### src/rtl/rbcp_arbiter_if.sv
// RBCP bus bundle shared by the two masters, the arbiter and the slave bus.
// The slave modport is the arbiter's view; master is the driving environment.
interface rbcp_arbiter_if;
    logic        M0_ACT;
    logic [31:0] M0_ADDR;
    logic [7:0]  M0_WD;
    logic        M0_WE;
    logic        M0_RE;
    logic        M0_ACK;
    logic [7:0]  M0_RD;
    logic        M1_ACT;
    logic [31:0] M1_ADDR;
    logic [7:0]  M1_WD;
    logic        M1_WE;
    logic        M1_RE;
    logic        M1_ACK;
    logic [7:0]  M1_RD;
    logic        S_ACT;
    logic [31:0] S_ADDR;
    logic [7:0]  S_WD;
    logic        S_WE;
    logic        S_RE;
    logic        S_ACK;
    logic [7:0]  S_RD;
    logic [1:0]  GRANT;
    logic [15:0] TIMEOUT_COUNT;

    modport slave (
        input  M0_ACT, M0_ADDR, M0_WD, M0_WE, M0_RE,
        input  M1_ACT, M1_ADDR, M1_WD, M1_WE, M1_RE,
        input  S_ACK, S_RD,
        output M0_ACK, M0_RD, M1_ACK, M1_RD,
        output S_ACT, S_ADDR, S_WD, S_WE, S_RE,
        output GRANT, TIMEOUT_COUNT
    );

    modport master (
        output M0_ACT, M0_ADDR, M0_WD, M0_WE, M0_RE,
        output M1_ACT, M1_ADDR, M1_WD, M1_WE, M1_RE,
        output S_ACK, S_RD,
        input  M0_ACK, M0_RD, M1_ACK, M1_RD,
        input  S_ACT, S_ADDR, S_WD, S_WE, S_RE,
        input  GRANT, TIMEOUT_COUNT
    );
endinterface

### src/rtl/rbcp_arbiter.sv
// Round-robin arbiter sharing one RBCP register bus between the SiTCP host
// port (M0) and the auto-configuration sequencer (M1), with ACK watchdog.
module rbcp_arbiter #(
    parameter int TIMEOUT = 255
) (
    input logic          CLK,
    input logic          RST,
    rbcp_arbiter_if.slave bus
);

    typedef enum logic [1:0] {IDLE, ISSUE, WAIT_ACK, DONE} state_t;

    // Expiry fires on the clock where the watchdog steps onto TIMEOUT-1.
    localparam logic [15:0] WD_LAST = 16'(TIMEOUT - 2);

    state_t state_q, state_d;
    logic owner_q, owner_d;
    logic [1:0] pend_q, pend_d;
    logic [1:0][31:0] addr_q, addr_d;
    logic [1:0][7:0] wd_q, wd_d;
    logic [1:0] wr_q, wr_d;
    logic xfer_wr_q, xfer_wr_d;
    logic [15:0] wdog_q, wdog_d;
    logic [7:0] rdat_q, rdat_d;
    logic [15:0] tcnt_q, tcnt_d;

    logic s_act_q, s_act_d;
    logic [31:0] s_addr_q, s_addr_d;
    logic [7:0] s_wd_q, s_wd_d;
    logic s_we_q, s_we_d;
    logic s_re_q, s_re_d;
    logic [1:0] ack_q, ack_d;
    logic [1:0][7:0] rd_q, rd_d;
    logic [1:0] grant_q, grant_d;

    logic [1:0] act_in;
    logic [1:0] stb_in;
    logic [1:0] we_in;
    logic [1:0][31:0] addr_in;
    logic [1:0][7:0] wd_in;
    logic [1:0] req;

    assign act_in  = {bus.M1_ACT, bus.M0_ACT};
    assign we_in   = {bus.M1_WE, bus.M0_WE};
    assign stb_in  = we_in | {bus.M1_RE, bus.M0_RE};
    assign addr_in = {bus.M1_ADDR, bus.M0_ADDR};
    assign wd_in   = {bus.M1_WD, bus.M0_WD};
    assign req     = pend_q & act_in;

    always_comb begin
        pend_d = pend_q;
        addr_d = addr_q;
        wd_d   = wd_q;
        wr_d   = wr_q;
        for (int i = 0; i < 2; i++) begin
            if (!pend_q[i] && stb_in[i]) begin
                pend_d[i] = 1'b1;
                addr_d[i] = addr_in[i];
                wd_d[i]   = wd_in[i];
                wr_d[i]   = we_in[i];
            end else if (pend_q[i] && !act_in[i]) begin
                pend_d[i] = 1'b0;
            end
        end
        if (state_q == ISSUE) begin
            pend_d[owner_q] = 1'b0;
        end
    end

    always_comb begin
        state_d   = state_q;
        owner_d   = owner_q;
        xfer_wr_d = xfer_wr_q;
        wdog_d    = wdog_q;
        rdat_d    = rdat_q;
        tcnt_d    = tcnt_q;
        unique case (state_q)
            IDLE: begin
                if (|req) begin
                    state_d = ISSUE;
                    owner_d = (&req) ? ~owner_q : req[1];
                end
            end
            ISSUE: begin
                state_d   = WAIT_ACK;
                wdog_d    = 16'd0;
                xfer_wr_d = wr_q[owner_q];
            end
            WAIT_ACK: begin
                wdog_d = wdog_q + 16'd1;
                if (bus.S_ACK) begin
                    rdat_d  = xfer_wr_q ? 8'h00 : bus.S_RD;
                    state_d = DONE;
                end else if (wdog_q == WD_LAST) begin
                    rdat_d  = xfer_wr_q ? 8'h00 : 8'hFF;
                    state_d = DONE;
                    if (tcnt_q != 16'hFFFF) begin
                        tcnt_d = tcnt_q + 16'd1;
                    end
                end
            end
            DONE: begin
                state_d = IDLE;
            end
            default: begin
                state_d = IDLE;
            end
        endcase
    end

    // Bus outputs are decoded from the current state and registered.
    always_comb begin
        s_act_d  = (state_q == ISSUE) || (state_q == WAIT_ACK);
        s_addr_d = '0;
        s_wd_d   = '0;
        s_we_d   = 1'b0;
        s_re_d   = 1'b0;
        ack_d    = '0;
        rd_d     = '0;
        grant_d  = '0;
        unique case (state_q)
            ISSUE: begin
                s_addr_d = addr_q[owner_q];
                s_wd_d   = wd_q[owner_q];
                s_we_d   = wr_q[owner_q];
                s_re_d   = !wr_q[owner_q];
                grant_d  = owner_q ? 2'b10 : 2'b01;
            end
            WAIT_ACK: begin
                s_addr_d = s_addr_q;
                s_wd_d   = s_wd_q;
                grant_d  = grant_q;
            end
            DONE: begin
                ack_d[owner_q] = 1'b1;
                rd_d[owner_q]  = rdat_q;
                grant_d        = grant_q;
            end
            default: begin
                grant_d = '0;
            end
        endcase
    end

    always_ff @(posedge CLK or negedge RST) begin
        if (!RST) begin
            state_q   <= IDLE;
            owner_q   <= 1'b1;
            pend_q    <= '0;
            addr_q    <= '0;
            wd_q      <= '0;
            wr_q      <= '0;
            xfer_wr_q <= 1'b0;
            wdog_q    <= '0;
            rdat_q    <= '0;
            tcnt_q    <= '0;
            s_act_q   <= 1'b0;
            s_addr_q  <= '0;
            s_wd_q    <= '0;
            s_we_q    <= 1'b0;
            s_re_q    <= 1'b0;
            ack_q     <= '0;
            rd_q      <= '0;
            grant_q   <= '0;
        end else begin
            state_q   <= state_d;
            owner_q   <= owner_d;
            pend_q    <= pend_d;
            addr_q    <= addr_d;
            wd_q      <= wd_d;
            wr_q      <= wr_d;
            xfer_wr_q <= xfer_wr_d;
            wdog_q    <= wdog_d;
            rdat_q    <= rdat_d;
            tcnt_q    <= tcnt_d;
            s_act_q   <= s_act_d;
            s_addr_q  <= s_addr_d;
            s_wd_q    <= s_wd_d;
            s_we_q    <= s_we_d;
            s_re_q    <= s_re_d;
            ack_q     <= ack_d;
            rd_q      <= rd_d;
            grant_q   <= grant_d;
        end
    end

    assign bus.S_ACT         = s_act_q;
    assign bus.S_ADDR        = s_addr_q;
    assign bus.S_WD          = s_wd_q;
    assign bus.S_WE          = s_we_q;
    assign bus.S_RE          = s_re_q;
    assign bus.M0_ACK        = ack_q[0];
    assign bus.M1_ACK        = ack_q[1];
    assign bus.M0_RD         = rd_q[0];
    assign bus.M1_RD         = rd_q[1];
    assign bus.GRANT         = grant_q;
    assign bus.TIMEOUT_COUNT = tcnt_q;

endmodule
### src/flat_wrapper.sv
// flat-port wrapper written by rule: the top's interface ports become plain ports
module rbcp_arbiter_flat 
#(
    parameter int TIMEOUT = 255
)
  (CLK, RST, bus_M0_ACT, bus_M0_ADDR, bus_M0_WD, bus_M0_WE, bus_M0_RE, bus_M1_ACT, bus_M1_ADDR, bus_M1_WD, bus_M1_WE, bus_M1_RE, bus_S_ACK, bus_S_RD, bus_M0_ACK, bus_M0_RD, bus_M1_ACK, bus_M1_RD, bus_S_ACT, bus_S_ADDR, bus_S_WD, bus_S_WE, bus_S_RE, bus_GRANT, bus_TIMEOUT_COUNT);
  rbcp_arbiter_if bus_i ();
  input logic CLK;
  input logic RST;
  input wire logic [$bits(bus_i.M0_ACT)-1:0] bus_M0_ACT;
  input wire logic [$bits(bus_i.M0_ADDR)-1:0] bus_M0_ADDR;
  input wire logic [$bits(bus_i.M0_WD)-1:0] bus_M0_WD;
  input wire logic [$bits(bus_i.M0_WE)-1:0] bus_M0_WE;
  input wire logic [$bits(bus_i.M0_RE)-1:0] bus_M0_RE;
  input wire logic [$bits(bus_i.M1_ACT)-1:0] bus_M1_ACT;
  input wire logic [$bits(bus_i.M1_ADDR)-1:0] bus_M1_ADDR;
  input wire logic [$bits(bus_i.M1_WD)-1:0] bus_M1_WD;
  input wire logic [$bits(bus_i.M1_WE)-1:0] bus_M1_WE;
  input wire logic [$bits(bus_i.M1_RE)-1:0] bus_M1_RE;
  input wire logic [$bits(bus_i.S_ACK)-1:0] bus_S_ACK;
  input wire logic [$bits(bus_i.S_RD)-1:0] bus_S_RD;
  output wire logic [$bits(bus_i.M0_ACK)-1:0] bus_M0_ACK;
  output wire logic [$bits(bus_i.M0_RD)-1:0] bus_M0_RD;
  output wire logic [$bits(bus_i.M1_ACK)-1:0] bus_M1_ACK;
  output wire logic [$bits(bus_i.M1_RD)-1:0] bus_M1_RD;
  output wire logic [$bits(bus_i.S_ACT)-1:0] bus_S_ACT;
  output wire logic [$bits(bus_i.S_ADDR)-1:0] bus_S_ADDR;
  output wire logic [$bits(bus_i.S_WD)-1:0] bus_S_WD;
  output wire logic [$bits(bus_i.S_WE)-1:0] bus_S_WE;
  output wire logic [$bits(bus_i.S_RE)-1:0] bus_S_RE;
  output wire logic [$bits(bus_i.GRANT)-1:0] bus_GRANT;
  output wire logic [$bits(bus_i.TIMEOUT_COUNT)-1:0] bus_TIMEOUT_COUNT;
  assign bus_i.M0_ACT = bus_M0_ACT;
  assign bus_i.M0_ADDR = bus_M0_ADDR;
  assign bus_i.M0_WD = bus_M0_WD;
  assign bus_i.M0_WE = bus_M0_WE;
  assign bus_i.M0_RE = bus_M0_RE;
  assign bus_i.M1_ACT = bus_M1_ACT;
  assign bus_i.M1_ADDR = bus_M1_ADDR;
  assign bus_i.M1_WD = bus_M1_WD;
  assign bus_i.M1_WE = bus_M1_WE;
  assign bus_i.M1_RE = bus_M1_RE;
  assign bus_i.S_ACK = bus_S_ACK;
  assign bus_i.S_RD = bus_S_RD;
  assign bus_M0_ACK = bus_i.M0_ACK;
  assign bus_M0_RD = bus_i.M0_RD;
  assign bus_M1_ACK = bus_i.M1_ACK;
  assign bus_M1_RD = bus_i.M1_RD;
  assign bus_S_ACT = bus_i.S_ACT;
  assign bus_S_ADDR = bus_i.S_ADDR;
  assign bus_S_WD = bus_i.S_WD;
  assign bus_S_WE = bus_i.S_WE;
  assign bus_S_RE = bus_i.S_RE;
  assign bus_GRANT = bus_i.GRANT;
  assign bus_TIMEOUT_COUNT = bus_i.TIMEOUT_COUNT;
  rbcp_arbiter #(.TIMEOUT(TIMEOUT)) u_core (.CLK(CLK), .RST(RST), .bus(bus_i));
endmodule
### config.mk
export PLATFORM = sky130hd
export DESIGN_NAME = rbcp_arbiter_flat
export DESIGN_NICKNAME = d
export VERILOG_FILES = /design/src/rtl/rbcp_arbiter_if.sv /design/src/rtl/rbcp_arbiter.sv /design/src/flat_wrapper.sv
export SDC_FILE = /design/constraint.sdc
export NUM_CORES = 1
export LEC_CHECK = 0
export CAP_MARGIN = 10
export CORE_AREA = 2 2 180 182
export DETAILED_ROUTE_END_ITERATION = 10
export DIE_AREA = 0 0 182 184
export HOLD_SLACK_MARGIN = 0.15
export PLACE_DENSITY = 0.51
export REMOVE_ABC_BUFFERS = 1
export SLEW_MARGIN = 25
export SYNTH_ARGS = -nofsm -noshare
export SYNTH_HDL_FRONTEND = slang
export SYNTH_SLANG_ARGS = --single-unit
### constraint.sdc
create_clock -name CLK -period 1.9 [get_ports CLK]
set_input_delay 0.285 -clock CLK [delete_from_list [all_inputs] [get_ports CLK]]
set_output_delay 0.285 -clock CLK [all_outputs]
set_load 0.05 [all_outputs]
After elaboration in Yosys (flattened, before gate mapping):

Index checks and enable logic that the tools add are counted.

* register bits: 191

* add/subtract/negate cells: 2
* $lt $le $gt $ge: 2
* equal/unequal tests: 7
* multiplexer cells: 33
* bitwise logic cells: 7
* reductions and logical operators: 21

Operator list (number)
* two-way mux 32 bit: 2
* one-hot mux 32 bit (2 select lines): 1
* two-way mux 8 bit: 7
* adder 16 x 1 -> 16 bit, second input constant: 2
* one-hot mux 16 bit (2 select lines): 1
* AND 16 bit: 1
* equality test 16 x 8 -> 1 bit, second input constant: 1
* two-way mux 16 bit: 1
* inequality test 16 bit, second input constant: 1
* one-hot mux 8 bit (2 select lines): 1
* two-way mux 2 bit: 6
* two-way mux 1 bit: 10
* demux 8 bit (select 1 bit): 1
* one-hot mux 2 bit (4 select lines): 1
* AND reduction 2 bit: 4
* logical AND 1 bit: 5
* logical NOT 1 bit: 5
* AND 2 bit: 2
* equality test 2 bit, second input constant: 2
* one-hot mux 2 bit (2 select lines): 1
* AND reduction 4 bit: 1
* nonzero test 2 bit: 2
* OR reduction 2 bit: 2
* inequality test 3 x 2 -> 1 bit, second input constant: 1
* other kinds (10): 11

Logic depth before layout (Yosys ltp):

Gate-level depths: netlist (run 1).

* word-level depth: 7
* gate-level depth with buffers: 8

Worst setup path after synthesis (run 1):

No wires, ideal clock.

* path type: register -> register
* start: reg u_core.tcnt_q[0] (netlist: u_core.bus.TIMEOUT_COUNT[0])
* end: reg u_core.tcnt_q[4] (netlist: u_core.bus.TIMEOUT_COUNT[4])
* library setup time: 0.145 ns
* arrival: 1.888 ns
* data required time: 1.755 ns
* slack: -0.133 ns
* stages on the path, launching flop included: 7
* cells stage by stage: dfrtp_1 ha_1 nand4_1 nor4_2 nor3_4 and4_1 xor2_1

* longest elaborated chain between the ends: 2

RTL lines
* start: declaration: RTL line rbcp_arbiter.sv:25 `logic [15:0] tcnt_q, tcnt_d;`
* start signal: assignment: RTL line rbcp_arbiter.sv:175 `tcnt_q <= tcnt_d;`
* parallel branches: the longest is 2 deep, another holds adder 16 x 1 -> 16 bit

Several ways; the timed one is not identified.
A chain may end at the register's enable or synchronous reset.

Final worst setup path (run 1):

* start: reg u_core.wdog_q[1]
* end: reg u_core.tcnt_q[1] (netlist: u_core.bus.TIMEOUT_COUNT[1])

* longest elaborated chain between the ends: 2

RTL lines
* start: declaration: RTL line rbcp_arbiter.sv:23 `logic [15:0] wdog_q, wdog_d;`
* start signal: assignment: RTL line rbcp_arbiter.sv:173 `wdog_q <= wdog_d;`
* equality test 16 x 8 -> 1 bit: RTL line rbcp_arbiter.sv:94 `end else if (wdog_q == WD_LAST) begin`
* AND reduction 4 bit (no line)

No other way between the ends.

==> results.toml, run 1 <==
[cts]
cts_buffer_depth = 2
clock-sinks = 191
cts_tree = "done"
clock-root-buffer = "clkbuf_16"
cts_buffers = 17
htreeDepth = 4
clkLatencyLatePin_ns = 0.43
clkTransAtPathRegs_ns = 0.07

[grt]
antenna_found_initial = 2
overflow = 0
grt_usage_pct = 12.64
grt_first_pass_wirelength_um = 32510
grt_pass1_vias = 5681
grt_start_max_net_pins = 56

[synthesis]
yosys_warnings = 0
synthFlopType = "dfrtp_1"
syn-cell-area_um2 = 7830
async_flop_share_pct = 100.0
syn_avg_cell_area_um2 = 12.59
synth_edf_count = 0
syn_inst = 622
synth_cell_types = 40
synth-seq-area-share_pct = 61.06
ys_ff_latch = 191

[placement]
place_congestion = 0.7252
placed_cells = 1216
dp_hpwl_um = 14050
port_buffers = 175

[die]
coreArea_um2 = 31390
dieArea_um2 = 33490
io_pins = 176
fp.dieW_um = 182
die_y_um = 184
start_util_pct = 24.94
row_count = 65

[worst_setup_path]
path_max_fanout = 14
crit_path_cell_trace = "inv_1 > ha_1 > and4b_1 > nand4b_4 > nor3_4 > buf_12 > mux2_2"
start_kind = "flip-flop"
worstSetupEndpointType = "flip-flop"
worst_r2r_startpoint = "u_core.wdog_q[1]"
r2r_end = "u_core.bus.TIMEOUT_COUNT[1]"
max_stage_delay_ns = 0.37
setup.worst_path.class = "reg -> reg"
crit_slowest_cell = "dfrtp_1"
arrival_ns = 2.15
reg2reg_setup_slack_ns = 0.05
reg2reg_depth = 7
required_ns = 2.21

[routing]
wirelength_um = 20520
drc = 0
wl_per_cell_um = 16.42
drt_iter0_drc = 225
detail-route-antenna-nets = 0
drt_first_pass_iters = 4
via_per_inst = 4.259
vias = 5324

[layout]
diodes = 0
nets = 940
postLayoutCoreUtil_pct = 34.99
final_cells = 1250
drive_above_1_share_pct = 23.47
syn2layout_area_growth_pct = 40.27
layout_common_cells = "dfrtp_1 (190), clkdlybuf4s50_1 (112), mux2_2 (85), nand2_1 (68), buf_4 (60)"
layout_commonest_cell = "dfrtp_1"

[sta]
holdWs_ns = 0.3904
fin_crit_ns = 1.845
hold_viol = 0
slew_headroom_pct = 62.86
rsz0062_at_grt = "true"
fmax_mhz = 541.9
worst_slew_pin_slew_ns = 0.5561
fin_crit_sh_pct = 97.12
skew_ns = 0.01797
final_max_slew_viol_count = 0
setup_violations = 0

[power_and_ir_drop]
irDropWorstVdd_mv = 0.6519
leakagePower_nw = 5.089
p_per_area_nw_per_um2 = 1421

[run]
drv_cap = 0

[hold_path]
hold_path.class = "in -> async"

[status]
status = "complete, no violations"
[routing by layer]
layer | share of wire (%) | global-route usage (%)
met1 | 47 | 16.65
met2 | 44 | 19.25
met3 | 8.2 | 5.131
met4 | 0.88 | 3.323
met5 | 0.058 | 0
[sequential cells by signal, indices dropped and copies added (netlist names), 8 cells and up]
register and flops:
u_core.bus.M1_RD 8, u_core.rdat_q 8, u_core.bus.M0_RD 8, u_core.addr_q 64, u_core.bus.TIMEOUT_COUNT 16, u_core.bus.S_ADDR 32
u_core.wdog_q 16, u_core.bus.S_WD 8, u_core.wd_q 16
[worst max-delay path, delay by kind of cell, from the launching register on]
family,cells,cell delay (ns)
muxes,1,0.33
adders and majority gates,1,0.15
buffers and inverters,2,0.23
and+or+nand+nor,3,0.65
DFF,1,0.37
[synth_stat cells (all sizes together), types with 2 or more instances]
library cell / n / share of area, %
nor4: 4 / 0.59
nand3: 11 / 0.70
a21oi: 10 / 0.64
mux2: 85 / 12
buf: 7 / 0.48
xnor2: 13 / 1.5
and3: 15 / 1.2
nand2: 68 / 3.3
xor2: 12 / 1.3
mux2i: 41 / 5.2
clkbuf: 24 / 1.2
inv: 8 / 0.38
nor2: 19 / 0.91
nand4: 11 / 0.88
nor3: 7 / 0.59
nor2b: 4 / 0.32
o21bai: 2 / 0.19
nand2b: 2 / 0.16
dfrtp: 190 / 61
a31oi: 2 / 0.16
and2: 10 / 0.80
ha: 8 / 1.3
o21ai: 58 / 3.7
[cell families (layout without fill, tap and decap cells)]
group / after synthesis / in the layout / synth area share, %
adders and majority gates: 8 / 8 / 1.278
and+or+nand+nor: 156 / 156 / 10.13
buffers and inverters: 39 / 265 / 2.013
DFF: 191 / 191 / 61.06
xor gates and xnor gates: 25 / 25 / 2.796
AOI/OAI and AO/OA: 77 / 77 / 5.257
muxes: 126 / 126 / 17.47
[what timing repair did]
| item | 4_1_cts | 5_1_grt |
|---|---|---|
| buffers inserted | 0 | 1 |
| hold buffers | 1 | 0 |
| pin swaps | 0 | 1 |
| setup endpoints to repair | 36 | 26 |
| hold endpoints to repair | 49 | 0 |
| resized for setup | 36 | 12 |
[layout make-up]
type	count	area, um^2
clock inverters	13	130.1
clock buffers	19	432.9
repair buffers	225	2157
fillers	3183	20410
well taps	402	503.0
multi-input cells	392	2945
inverters	8	30.03
flip-flops and latches	191	4785
[worst max path at each step]
stage                                      from  cells after the start                      endpoint  slack, ns
after global routing           u_core.wdog_q[1]                      7   u_core.bus.TIMEOUT_COUNT[1]      -0.02
after detailed placement              bus_S_ACK                      6   u_core.bus.TIMEOUT_COUNT[1]      0.002
after CTS                 u_core.bus.S_ADDR[30]                      1                bus_S_ADDR[30]     0.0005
after floorplan                       bus_M0_RE                      2              u_core.addr_q[0]      -0.92
after global placement                bus_S_ACK                      6  u_core.bus.TIMEOUT_COUNT[15]       0.02
final                          u_core.wdog_q[1]                      7   u_core.bus.TIMEOUT_COUNT[1]       0.05
[through the flow]
stage / TNS [ns] / setup slack (ns) / cell area [um^2] / power, W
floorplan: -113.72 / -0.9177 / 7702 / 0.009898
global placement: 0 / 0.02072 / 10400 / 0.01227
detailed placement: 0 / 0.002108 / 10400 / 0.01239
CTS: 0 / 0.0004869 / 10930 / 0.01590
global route: -0.02454 / -0.01909 / 10980 / 0.01668
finish: 0 / 0.05473 / 10980 / 0.01561
[where the power goes]
| part | internal [W] | leakage, nW | total [W] | switching [W] |
|---|---|---|---|---|
| logic | 0.00265 | 2.40 | 0.00587 | 0.00322 |
| registers | 0.00544 | 2.43 | 0.00621 | 0.000768 |
| clock network | 0.00184 | 0.255 | 0.00353 | 0.00169 |
| total | 0.00993 | 5.09 | 0.0156 | 0.00568 |
No activity file was read; power rests on OpenSTA's default activity.
==> run 2: changes to the inputs <==
==> constraint.sdc (replaced) <==
create_clock -name CLK -period 1.5 [get_ports CLK]
set_input_delay 0.225 -clock CLK [delete_from_list [all_inputs] [get_ports CLK]]
set_output_delay 0.225 -clock CLK [all_outputs]
set_load 0.05 [all_outputs]
==> results.toml, run 2 (synthesis results as in run 1) <==
[sta]
rsz0062_at_grt = "true"
setup_violations = 34
skew_ns = 0.01017
fin_crit_ns = 1.750
worst_slew_pin_slew_ns = 0.3442
holdWs_ns = 0.2777
final_max_slew_viol_count = 0
slew_headroom_pct = 76.75
fin_crit_sh_pct = 116.7
hold_viol = 0
fin_ws_ns = -0.2502
fmax_mhz = 571.4
tns_ns = -4.468

[cts]
clkLatencyLatePin_ns = 0.44
cts_buffer_depth = 2
clkTransAtPathRegs_ns = 0.08
clock-root-buffer = "clkbuf_16"
htreeDepth = 4
cts_tree = "done"
cts_buffers = 17
clock-sinks = 191

[die]
start_util_pct = 24.94
fp.dieW_um = 182
io_pins = 176
dieArea_um2 = 33490
coreArea_um2 = 31390
row_count = 65
die_y_um = 184

[grt]
grt_first_pass_wirelength_um = 34090
overflow = 0
grt_pass1_vias = 5871
antenna_found_initial = 2
grt_start_max_net_pins = 49
grt_usage_pct = 13.36

[worst_setup_path]
crit_path_cell_trace = "inv_2 > ha_4 > and4b_1 > nand4b_4 > nor3_4 > buf_12 > mux2_2"
reg2reg_depth = 7
setup.worst_path.class = "reg -> reg"
worstSetupEndpointType = "flip-flop"
crit_slowest_cell = "dfrtp_1"
arrival_ns = 2.07
start_kind = "flip-flop"
required_ns = 1.82
path_max_fanout = 7
max_stage_delay_ns = 0.39

[layout]
drive_above_1_share_pct = 43.04
final.fill_count = 3013
regMostFlops = "u_core.addr_q"
layout_common_cells = "dfrtp_1 (190), buf_4 (138), clkdlybuf4s50_1 (95), mux2_2 (84), nand2_1 (64)"
syn2layout_area_growth_pct = 56.28
diodes = 0
final_cell_area_um2 = 12240
nets = 1005
layout_commonest_cell = "dfrtp_1"
largest_register_ffs = 64

[power_and_ir_drop]
p_total_w = 0.02230
irDropWorstVdd_mv = 0.7677
p_per_area_nw_per_um2 = 1822
leakagePower_nw = 5.585

[routing]
wl_per_cell_um = 16.85
wirelength_um = 22160
detail-route-antenna-nets = 0
drc = 0
via_per_inst = 4.320
vias = 5681
drt_first_pass_iters = 4
drt_iter0_drc = 196

[placement]
place_area_um2 = 10850
port_buffers = 175
place_congestion = 0.7358
dp_hpwl_um = 14270
dp_slack_ns = -0.3215

[run]
drv_cap = 0

[hold_path]
hold_path.class = "in -> async"

[status]
status = "complete, but fails checks"
failed_checks = "negative setup slack"
## run 2: cell count changes in the layout (fill, tap and decap cells not counted), moves of 8 or more
cell / before / now
o21ai_1: 2 / 10
dlygate4sd2_1: 36 / 0
clkdlybuf4s50_1: 112 / 95
buf_12: 8 / 35
buf_4: 60 / 138
o21ai_2: 0 / 37
buf_6: 1 / 15
o21ai_0: 56 / 11
## run 2: what timing repair did
| action | 4_1_cts | 5_1_grt |
|---|---|---|
| buffers inserted | 16 | 9 |
| gates cloned | 4 | 2 |
| endpoints found under the hold margin | 191 | 0 |
| setup endpoints to repair | 79 | 81 |
| pin swaps | 34 | 43 |
| resized for setup | 87 | 77 |
| hold buffers | 1 | 0 |
## run 2: routing by layer
layer | wire [um] | vias to the layer above | track usage (%) | share of wire, %
li1 | - | 2715 | - | -
met2 | 10440 | 148 | 21.24 | 47
met3 | 1853 | 17 | 5.309 | 8.4
met5 | 16 | - | 0 | 0.072
met1 | 9651 | 2799 | 17.02 | 44
met4 | 201 | 2 | 3.323 | 0.91
## run 2: worst paths after layout
| check | start | endpoint | slack [ns] |
|---|---|---|---|
| setup reg to reg | u_core.wdog_q[1] | u_core.bus.TIMEOUT_COUNT[1] | -0.25 |
| setup / recovery | u_core.wdog_q[1] | u_core.bus.TIMEOUT_COUNT[1] | -0.25 |
| min in group CLK | bus_M0_ADDR[21] | u_core.addr_q[21] | 0.39 |
| hold reg to reg | u_core.bus.S_ADDR[9] | u_core.bus.S_ADDR[9] | 0.49 |
| max in group asynchronous | RST | u_core.bus.TIMEOUT_COUNT[1] | 0.55 |
| hold / removal | RST | u_core.bus.TIMEOUT_COUNT[4] | 0.28 |
## run 2: power breakdown
part	total (W)	internal (W)	switching (W)
clock	0.00464	0.00241	0.00223
sequential	0.00788	0.00690	0.000980
combinational	0.00979	0.00480	0.00498
total	0.0223	0.0141	0.00819
## run 2: through the flow
stage | std cells | util (%)
floorplan | 591 | -
CTS | 1307 | 37.85
global placement | 1254 | 34.57
finish | 1315 | 38.98
global route | 1315 | 38.98
detailed placement | 1254 | 34.57
## run 2: critical path: cells and delay by family, from the launching register on
family,cells,cell delay (ns)
DFF,1,0.39
buffers and inverters,2,0.23
muxes,1,0.32
adders and majority gates,1,0.11
and+or+nand+nor,3,0.56
## run 2: layout make-up
class | count | area [um^2] | area share (%)
repair buffers | 290 | 3015 | 24.64
clock buffers | 19 | 442.9 | 3.620
multi-input cells | 392 | 3317 | 27.11
well taps | 402 | 503.0 | 4.110
clock inverters | 13 | 143.9 | 1.176
flip-flops and latches | 191 | 4785 | 39.10
inverters | 8 | 30.03 | 0.2454
==> run 3: changes to the inputs <==
--- a/config.mk
+++ b/config.mk
@@ -9,6 +9,7 @@
 export CORE_AREA = 2 2 180 182
 export DETAILED_ROUTE_END_ITERATION = 10
 export DIE_AREA = 0 0 182 184
+export GPL_ROUTABILITY_DRIVEN = 0
 export HOLD_SLACK_MARGIN = 0.15
 export PLACE_DENSITY = 0.51
 export REMOVE_ABC_BUFFERS = 1
==> results of run 3 <==
The final DEF is identical to that of run 2; final timing and power are the same.
